## config.mk

```make
export PLATFORM = sky130hd
export DESIGN_NAME = rtc_alarm_sched
export DESIGN_NICKNAME = d
export VERILOG_FILES = /design/src/rtl/rtc_alarm_sched.sv
export SDC_FILE = /design/constraint.sdc
export NUM_CORES = 1
export LEC_CHECK = 0
export CELL_PAD_IN_SITES_DETAIL_PLACEMENT = 1
export CELL_PAD_IN_SITES_GLOBAL_PLACEMENT = 1
export CORE_ASPECT_RATIO = 1.75
export CORE_MARGIN = 2
export CORE_UTILIZATION = 30
export CTS_CLUSTER_DIAMETER = 50
export CTS_CLUSTER_SIZE = 25
export DETAILED_ROUTE_END_ITERATION = 10
export PLACE_DENSITY = 0.6
export SYNTH_ARGS = -nofsm -noshare
export SYNTH_HDL_FRONTEND = slang
export SYNTH_SLANG_ARGS = --single-unit
```

## constraint.sdc

```tcl
create_clock -name clk_i -period 4.8 [get_ports clk_i]
set_clock_uncertainty 0.05 [all_clocks]
set_input_delay 0.72 -clock clk_i [delete_from_list [all_inputs] [get_ports clk_i]]
set_output_delay 0.72 -clock clk_i [all_outputs]
set_load 0.03 [all_outputs]
```

## src/rtl/rtc_alarm_sched.sv

```systemverilog
// rtc_alarm_sched: scans N alarm slots on each one-second time update, latches
// a pending flag per matching slot and presents pending alarms one at a time
// on a request/acknowledge interrupt, chosen round-robin.
// Optional feature macro: RTC_ALARM_ONESHOT_EN (acknowledge also disables the slot).
module rtc_alarm_sched #(
  parameter  int N_ALARMS = 4,
  localparam int IW       = $clog2(N_ALARMS)
) (
  input  logic                clk_i,
  input  logic                rst_i,
  input  logic                tick_i,
  input  logic [37:0]         cur_time_i,
  input  logic                cfg_we_i,
  input  logic [IW-1:0]       cfg_idx_i,
  input  logic                cfg_en_i,
  input  logic [7:0]          cfg_mask_i,
  input  logic [37:0]         cfg_time_i,
  input  logic                ir_ack_i,
  output logic                ir_o,
  output logic [IW-1:0]       ir_id_o,
  output logic [N_ALARMS-1:0] pending_o,
  output logic [N_ALARMS-1:0] en_o,
  output logic                busy_o,
  output logic                missed_o,
  input  logic                clr_missed_i
);

  typedef enum logic [1:0] {S_IDLE, S_SCAN, S_IRQ, S_GAP} state_e;

  state_e              state_q, state_d;
  logic [IW-1:0]       idx_q, idx_d;
  logic [IW-1:0]       ir_id_q, ir_id_d;
  logic [IW-1:0]       last_grant_q, last_grant_d;
  logic                tick_pend_q, tick_pend_d;
  logic                missed_q, missed_d;
  logic [N_ALARMS-1:0] pending_q, pending_d;

  logic                en_q   [N_ALARMS];
  logic [7:0]          mask_q [N_ALARMS];
  logic [37:0]         time_q [N_ALARMS];

  logic                scan_hit;
  logic                grant_found;
  logic [IW-1:0]       grant_idx;
  logic [IW-1:0]       cand;
  logic                write_cur;
  logic                ack_take;

  // Expand the 8-bit field mask into a per-bit care mask over the packed time.
  function automatic logic [37:0] care_bits(input logic [7:0] m);
    care_bits = {{7{m[7]}}, {4{m[6]}}, {5{m[5]}}, {3{m[4]}},
                 {2{m[3]}}, {5{m[2]}}, {6{m[1]}}, {6{m[0]}}};
  endfunction

  // Compare of the slot currently addressed by the scan index.
  assign scan_hit = en_q[idx_q] & (|mask_q[idx_q]) &
                    ~(|((cur_time_i ^ time_q[idx_q]) & care_bits(mask_q[idx_q])));

  // A config write to the presented slot withdraws it; otherwise ack retires it.
  assign write_cur = cfg_we_i & (cfg_idx_i == ir_id_q);
  assign ack_take  = (state_q == S_IRQ) & ir_ack_i & ~write_cur;

  // Round-robin pick: first pending slot searching upward from last_grant+1.
  always_comb begin
    // NOTE: every combinational output gets a default first so no path leaves it unassigned (no latch).
    grant_found = 1'b0;
    grant_idx   = '0;
    cand        = '0;
    for (int i = 1; i <= N_ALARMS; i++) begin
      cand = IW'((int'(last_grant_q) + i) % N_ALARMS);
      if (!grant_found && pending_q[cand]) begin
        grant_found = 1'b1;
        grant_idx   = cand;
      end
    end
  end

  // Next-state logic for the scan/arbitration FSM and its bookkeeping.
  always_comb begin
    state_d      = state_q;
    idx_d        = idx_q;
    ir_id_d      = ir_id_q;
    last_grant_d = last_grant_q;
    tick_pend_d  = tick_pend_q;
    missed_d     = missed_q & ~clr_missed_i;
    pending_d    = pending_q;

    unique case (state_q)
      S_IDLE: begin
        if (tick_i || tick_pend_q) begin
          // A fresh tick while one is already queued can only be absorbed once.
          if (tick_i && tick_pend_q) missed_d = 1'b1;
          state_d     = S_SCAN;
          idx_d       = '0;
          tick_pend_d = 1'b0;
        end else if (grant_found) begin
          state_d = S_IRQ;
          ir_id_d = grant_idx;
        end
      end
      S_SCAN: begin
        if (scan_hit) pending_d[idx_q] = 1'b1;
        if (tick_i)   missed_d         = 1'b1;
        if (idx_q == IW'(N_ALARMS - 1)) state_d = S_IDLE;
        else                            idx_d   = idx_q + IW'(1);
      end
      S_IRQ, S_GAP: begin
        if (tick_i) begin
          if (tick_pend_q) missed_d    = 1'b1;
          else             tick_pend_d = 1'b1;
        end
        if (state_q == S_GAP) begin
          state_d = S_IDLE;
        end else if (write_cur) begin
          state_d = S_GAP;
        end else if (ack_take) begin
          pending_d[ir_id_q] = 1'b0;
          last_grant_d       = ir_id_q;
          state_d            = S_GAP;
        end
      end
      default: state_d = S_IDLE;
    endcase

    // Any rewrite of a slot discards whatever it had pending.
    if (cfg_we_i && (int'(cfg_idx_i) < N_ALARMS)) pending_d[cfg_idx_i] = 1'b0;
  end

  // FSM and status registers.
  always_ff @(posedge clk_i) begin
    // NOTE: sequential state uses non-blocking assignments so every register samples pre-edge values.
    if (rst_i) begin
      state_q      <= S_IDLE;
      idx_q        <= '0;
      ir_id_q      <= '0;
      last_grant_q <= IW'(N_ALARMS - 1);
      tick_pend_q  <= 1'b0;
      missed_q     <= 1'b0;
      pending_q    <= '0;
    end else begin
      state_q      <= state_d;
      idx_q        <= idx_d;
      ir_id_q      <= ir_id_d;
      last_grant_q <= last_grant_d;
      tick_pend_q  <= tick_pend_d;
      missed_q     <= missed_d;
      pending_q    <= pending_d;
    end
  end

  // Slot configuration registers; a write wins over the one-shot disable.
  always_ff @(posedge clk_i) begin
    // NOTE: the slot array is small and software reads en_o right after reset, so it is reset explicitly.
    if (rst_i) begin
      for (int k = 0; k < N_ALARMS; k++) begin
        en_q[k]   <= 1'b0;
        mask_q[k] <= '0;
        time_q[k] <= '0;
      end
    end else begin
      for (int k = 0; k < N_ALARMS; k++) begin
        if (cfg_we_i && (cfg_idx_i == IW'(k))) begin
          en_q[k]   <= cfg_en_i;
          mask_q[k] <= cfg_mask_i;
          time_q[k] <= cfg_time_i;
        end
`ifdef RTC_ALARM_ONESHOT_EN
        else if (ack_take && (ir_id_q == IW'(k))) begin
          en_q[k] <= 1'b0;
        end
`endif
      end
    end
  end

  for (genvar g = 0; g < N_ALARMS; g++) begin : g_en
    assign en_o[g] = en_q[g];
  end

  assign ir_o      = (state_q == S_IRQ);
  assign ir_id_o   = ir_id_q;
  assign pending_o = pending_q;
  assign busy_o    = (state_q != S_IDLE);
  assign missed_o  = missed_q;

endmodule

```

==> results of run 1 <==
## cells by family (layout without fill, tap and decap cells)
family                   Yosys count  after routing  synth area share [%]
XOR/XNOR                          40             40                 3.781
other                              0              1                     0
buffers and inverters             49            156                 2.631
adder cells (fa/ha/maj)            4              4                0.5288
AO/OA/AOI/OAI                     47             47                 3.107
flip-flops                       204            204                 63.04
AND/OR/NAND/NOR                  241            241                 15.19
multiplexers                      48             48                 11.73
## path summary, 6_finish.rpt
check | to | slack [ns] | cells past startpoint
setup / recovery | pending_o[0] | 1.60 | 7
hold / removal | missed_o | 0.43 | 2
setup reg to reg | pending_o[0] | 1.60 | 7
hold reg to reg | missed_o | 0.43 | 2
## per-layer routing
layer,wire length [µm],share of wire (%),up-vias,track usage [%]
li1,-,-,2512,-
met1,9156,37,2780,15.76
met2,14020,57,98,29.70
met3,672,2.7,34,1.863
met4,741,3.0,0,6.153
met5,0,0,-,0
## critical path: stages, from the launching register on
cell and delay (ns):
dfxtp_2 0.97, buf_4 0.41, mux4_2 0.37, xnor2_1 0.17, nand4_1 0.24, nor3_1 0.58
o211ai_1 0.18, o21ai_1 0.15
## metrics by stage
stage / power, W / hold slack [ns] / setup slack (ns) / cell area (µm²)
after floorplan: 0.002373 / 0.4054 / 0.9442 / 9464
after global placement: 0.002568 / 0.4160 / 1.646 / 10970
after detailed placement: 0.002588 / 0.4314 / 1.565 / 10970
after CTS: 0.004001 / 0.4431 / 1.536 / 11530
after global routing: 0.004099 / 0.4795 / 1.407 / 11530
final: 0.003956 / 0.4336 / 1.599 / 11530
## layout by cell type, fill, tap and decap left out, types with 3 or more instances in the layout
cell type	n
mux4_1	11
clkinv_8	3
nor2b_1	3
clkbuf_16	17
nand2_1	8
mux4_2	36
inv_8	3
nand2b_1	5
nor2_1	15
o21ai_1	4
ha_1	4
xor2_1	21
buf_4	10
inv_1	9
nand4_1	6
o22ai_1	3
clkdlybuf4s50_1	105
edfxtp_1	188
xnor2_1	18
nor3_1	4
dfxtp_1	14
o21ai_0	13
a21oi_1	10
nand3_1	3
and2_1	188
## final cells by class
| class | instances | area share (%) |
|---|---|---|
| multi-input cells | 380 | 28.59 |
| flip-flops and latches | 204 | 51.79 |
| clock buffers | 18 | 3.722 |
| repair buffers | 117 | 10.11 |
| inverters | 10 | 0.3256 |
| well taps | 396 | 4.297 |
| diodes | 1 | 0.02170 |
| clock inverters | 11 | 1.139 |
## power by group through the flow
stage	clock network [W]	registers (W)	logic, W
2_1_floorplan	0	0.00213	0.000246
3_3_place_gp	0	0.00214	0.000424
3_5_place_dp	0	0.00216	0.000433
4_1_cts	0.00145	0.00211	0.000435
5_1_grt	0.00152	0.00213	0.000456
6_report	0.00142	0.00211	0.000422
## state kept, by name, indices dropped and copies added (netlist names), named ones only
name,cells
en_q,4
idx_q,2
ir_id_o,2
last_grant_q,2
mask_q,32
missed_o,1
pending_o,4
state_q,2
tick_pend_q,1
time_q,152
==> results_dict.tcl, run 1 <==
set metrics [dict create \
    status "finished, final reports clean" \
    cts_buffer_depth 3 \
    fin_cells 1137 \
    intPower_w 0.002976 \
    place.gp.congestion 0.7448 \
    ctsHoldBuffers 0 \
    grt_max_degree 50 \
    rows 86 \
    cp-start-kind "flip-flop" \
    via_count 5424 \
    clk_pin_slew_ns 0.08 \
    root_buffer "clkbuf_16" \
    syn_area_um2 9464 \
    finalWirelength_um 24590 \
    route.detailed.drc 0 \
    tns_ns 0 \
    synth-edff-count 188 \
    min_period_ns 3.201 \
    ys_top_cells_by_count "188 x and2_1, 188 x edfxtp_1, 36 x mux4_2, 26 x clkbuf_1, 21 x xor2_1" \
    fmax_ghz 0.3124 \
    yosysWarnings 0 \
    antenna_found_initial 1 \
    cp.arrival_ns 3.57 \
    grt_pass1_wl_um 37290 \
    die_w_um 138.3 \
    p_sw_w 0.0009803 \
    worstSetupEndpointType "flip-flop" \
    drive_gt1_share_pct 11.89 \
    setup_violations 0 \
    cts-resized-gates 0 \
    critical_path_class "reg2reg" \
    fin_util_pct 36.82 \
    post-cts-setup-buffer-count 0 \
    slew_viol_final 0 \
    cts_made_buffers 17 \
    post-dp-hpwl_um 16130 \
    p_leak_nw 3.906 \
    synth_top_area_share_pct 59.65 \
    io_buffers 105 \
    syn_nets 730 \
    n_fill_cell 3226 \
    dieHeight_um 239.0 \
    clock_power_share_pct 36.0 \
    multi_input_area_um2 3297 \
    rsz0062_at_grt "false" \
    fin_nets 827 \
    clk_latency_ns 0.50 \
    power_frac_seq_pct 53.4 \
    power_frac_comb_pct 10.7 \
    synth.distinct_cells 43 \
    synthToLayoutAreaGrowth_pct 21.83 \
    p_per_area_nw_per_um2 343.1 \
    wire_per_inst_um 21.62 \
    ys_ff_latch 204 \
    hold_class "reg2reg" \
    ys_top_cells_by_area "edfxtp_1 60%, and2_1 12%, mux4_2 8.6%" \
    dpl.cell_count 1107 \
    yosysTopAreaCell "edfxtp_1" \
    drt-pass1-iter-count 4 \
    core-area_um2 31310 \
    seqCellArea_um2 5971 \
    cts.sinks 204 \
    yosys_most_used_dff "edfxtp_1" \
    peakVddDrop_mv 0.2411 \
    ys_seq_area_share_pct 63.04 \
    critPathRequiredTime_ns 5.17 \
    pin_count 106 \
    groute.usage.overall_pct 14.99 \
    switching_share_pct 24.78 \
    ctsHtreeMaxLevel 1 \
    hold_start "missed_o" \
    drtIter0Drc 235 \
    path_max_fanout 33 \
    min_period_over_period_pct 66.68 \
    initial_utilization_pct 30.22 \
    synthCells 633 \
    grt_pass1_vias 6248 \
    max-cap-violations 0 \
    async_reset_ff_share_pct 0 \
    hold_viol 0 \
    cts_tree "yes" \
    dieArea_um2 33040 \
    tightestPinTransition_ns 0.9659 \
    slew_headroom_pct 35.61 \
    syn_area_per_cell_um2 14.95 \
    ant_nets 0 \
    grt-ovfl-total 0 \
    vias_per_cell 4.770 \
]
No activity file was read; power rests on OpenSTA's default activity.
==> run 2, diff against run 1 <==
--- a/config.mk
+++ b/config.mk
@@ -13,7 +13,7 @@
 export CTS_CLUSTER_DIAMETER = 50
 export CTS_CLUSTER_SIZE = 25
 export DETAILED_ROUTE_END_ITERATION = 10
-export PLACE_DENSITY = 0.6
+export PLACE_DENSITY = 0.62
 export SYNTH_ARGS = -nofsm -noshare
 export SYNTH_HDL_FRONTEND = slang
 export SYNTH_SLANG_ARGS = --single-unit
==> constraint.sdc (replaced) <==
create_clock -name clk_i -period 2.7 [get_ports clk_i]
set_clock_uncertainty 0.05 [all_clocks]
set_input_delay 0.405 -clock clk_i [delete_from_list [all_inputs] [get_ports clk_i]]
set_output_delay 0.405 -clock clk_i [all_outputs]
set_load 0.03 [all_outputs]
==> run 2 against run 1 <==
Routed wire length barely moved. Critical path depth rose by 2. Global-route usage fell by 0.060 points. Cell count rose by 1.3%. Maximum frequency rose by 25%. Non-clock buffer count rose by 19. Setup slack got worse by 1.5 ns. Worst hold slack got worse by 0.0081 ns. Flip-flop and latch count did not move. First-iteration DRC count fell by 1.7%. Combinational power rose by 100%.
==> results_dict.tcl, run 2 (synthesized netlist as in run 1, its figures left out) <==
set metrics [dict create \
    status "finished, final reports clean" \
    cts.sinks 204 \
    grt_max_degree 48 \
    setup_ws_ns 0.1396 \
    antenna_cells 0 \
    rows 86 \
    clk_latency_ns 0.50 \
    pre_cts_ws_ns 0.1139 \
    fin_cells 1152 \
    slowest_delay_ns 0.51 \
    p_per_area_nw_per_um2 587.6 \
    post-dp-hpwl_um 16280 \
    wire_per_inst_um 21.34 \
    tightestPinTransition_ns 0.6500 \
    peakVddDrop_mv 0.3767 \
    reg_top3 "time_q (152), mask_q (32)" \
    mostFrequentLayoutCells "188 x and2_1, 188 x edfxtp_1, 105 x clkdlybuf4s50_1" \
    multi_input_area_um2 3307 \
    reg2reg_slack_ns 0.14 \
    largest_register_ffs 152 \
    hold_start "missed_o" \
    slew_viol_final 0 \
    ctsHoldBuffers 0 \
    clk_pin_slew_ns 0.08 \
    max_flop_register "time_q" \
    p_leak_nw 4.030 \
    dpl.cell_count 1122 \
    slew_headroom_pct 56.55 \
    worstSetupEndpointType "flip-flop" \
    critical_path_class "reg2reg" \
    root_buffer "clkbuf_16" \
    max-cap-violations 0 \
    antenna_found_initial 0 \
    vias_per_cell 4.738 \
    crit_family "compound AO/OA/AOI/OAI gates" \
    drive_gt1_share_pct 13.62 \
    die_w_um 138.3 \
    crit_slowest_cell "mux4_2" \
    ant_nets 0 \
    io_buffers 105 \
    grt-ovfl-total 0 \
    hold_class "reg2reg" \
    cp_common_cell "buf_4" \
    critPathRequiredTime_ns 3.06 \
    grt_pass1_wl_um 36930 \
    cts_tree "yes" \
    n_fill_cell 3189 \
    dieHeight_um 239.0 \
    route.detailed.drc 0 \
    place.gp.congestion 0.7254 \
    min_period_ns 2.560 \
    fmax_ghz 0.3906 \
    initial_utilization_pct 30.22 \
    setup_violations 0 \
    path_cells "buf_4 -> buf_12 -> mux4_2 -> xor2_1 -> o41ai_1 -> buf_4 -> and3_1 -> nand4_1 -> o22ai_1" \
    total_power_w 0.006935 \
    fin_nets 844 \
    pin_count 106 \
    drtIter0Drc 231 \
    min_period_over_period_pct 94.83 \
    grt_pass1_vias 6030 \
    cts_buffer_depth 3 \
    cts_made_buffers 15 \
    finalWirelength_um 24580 \
    seqCellArea_um2 5971 \
    tns_ns 0 \
    groute.usage.overall_pct 14.93 \
    path_max_fanout 8 \
    cp.arrival_ns 2.93 \
    dieArea_um2 33040 \
    whs_ns 0.4255 \
    synthToLayoutAreaGrowth_pct 24.70 \
    crit_buf_inv 3 \
    drt-pass1-iter-count 6 \
    core-area_um2 31310 \
    ctsHtreeMaxLevel 1 \
    via_count 5458 \
    cp-start-kind "flip-flop" \
    hold_viol 0 \
]
==> run 2: stage by stage <==
stage | utilization [%] | cell area (µm²)
floorplan | - | 9472
global placement | 35.94 | 11250
detailed placement | 35.94 | 11250
CTS | 37.52 | 11750
global route | 37.69 | 11800
finish | 37.69 | 11800
==> run 2: final timing paths <==
| kind | to | depth (start not counted) |
|---|---|---|
| worst max register to register | pending_o[2] | 9 |
| worst min-delay path | missed_o | 2 |
| worst max-delay path | pending_o[2] | 9 |
| worst min register to register | missed_o | 2 |
==> run 2: layer usage <==
layer  vias to the layer above  track usage, %  share of wire, %
li1                       2541               -                 -
met2                       105           29.28                56
met4                         0           5.102               2.7
met1                      2782           16.48                38
met5                         -               0                 0
met3                        30           1.723               2.7
==> run 2: power breakdown <==
part | internal (W) | switching, W
registers | 0.00367 | 0.0000619
logic | 0.000434 | 0.000409
clock network | 0.00117 | 0.00119
==> run 2: final cells by class <==
type	count	share of cell area, %
timing repair buffer	136	12.68
clock inverter	9	0.9436
clock buffer	17	3.244
sequential	204	50.59
inverter	10	0.3181
multi-input combinational	380	28.02
tap	396	4.198
==> run 2: tightest hold or removal path, stage by stage, from the launching register on <==
cell and delay (ns):
dfxtp_1 0.31, nand2b_1 0.07, a21oi_1 0.05
==> run 2: timing repair <==
item	in CTS	in global routing
buffers inserted	0	4
setup endpoints to repair	0	4
gates resized for setup	0	2
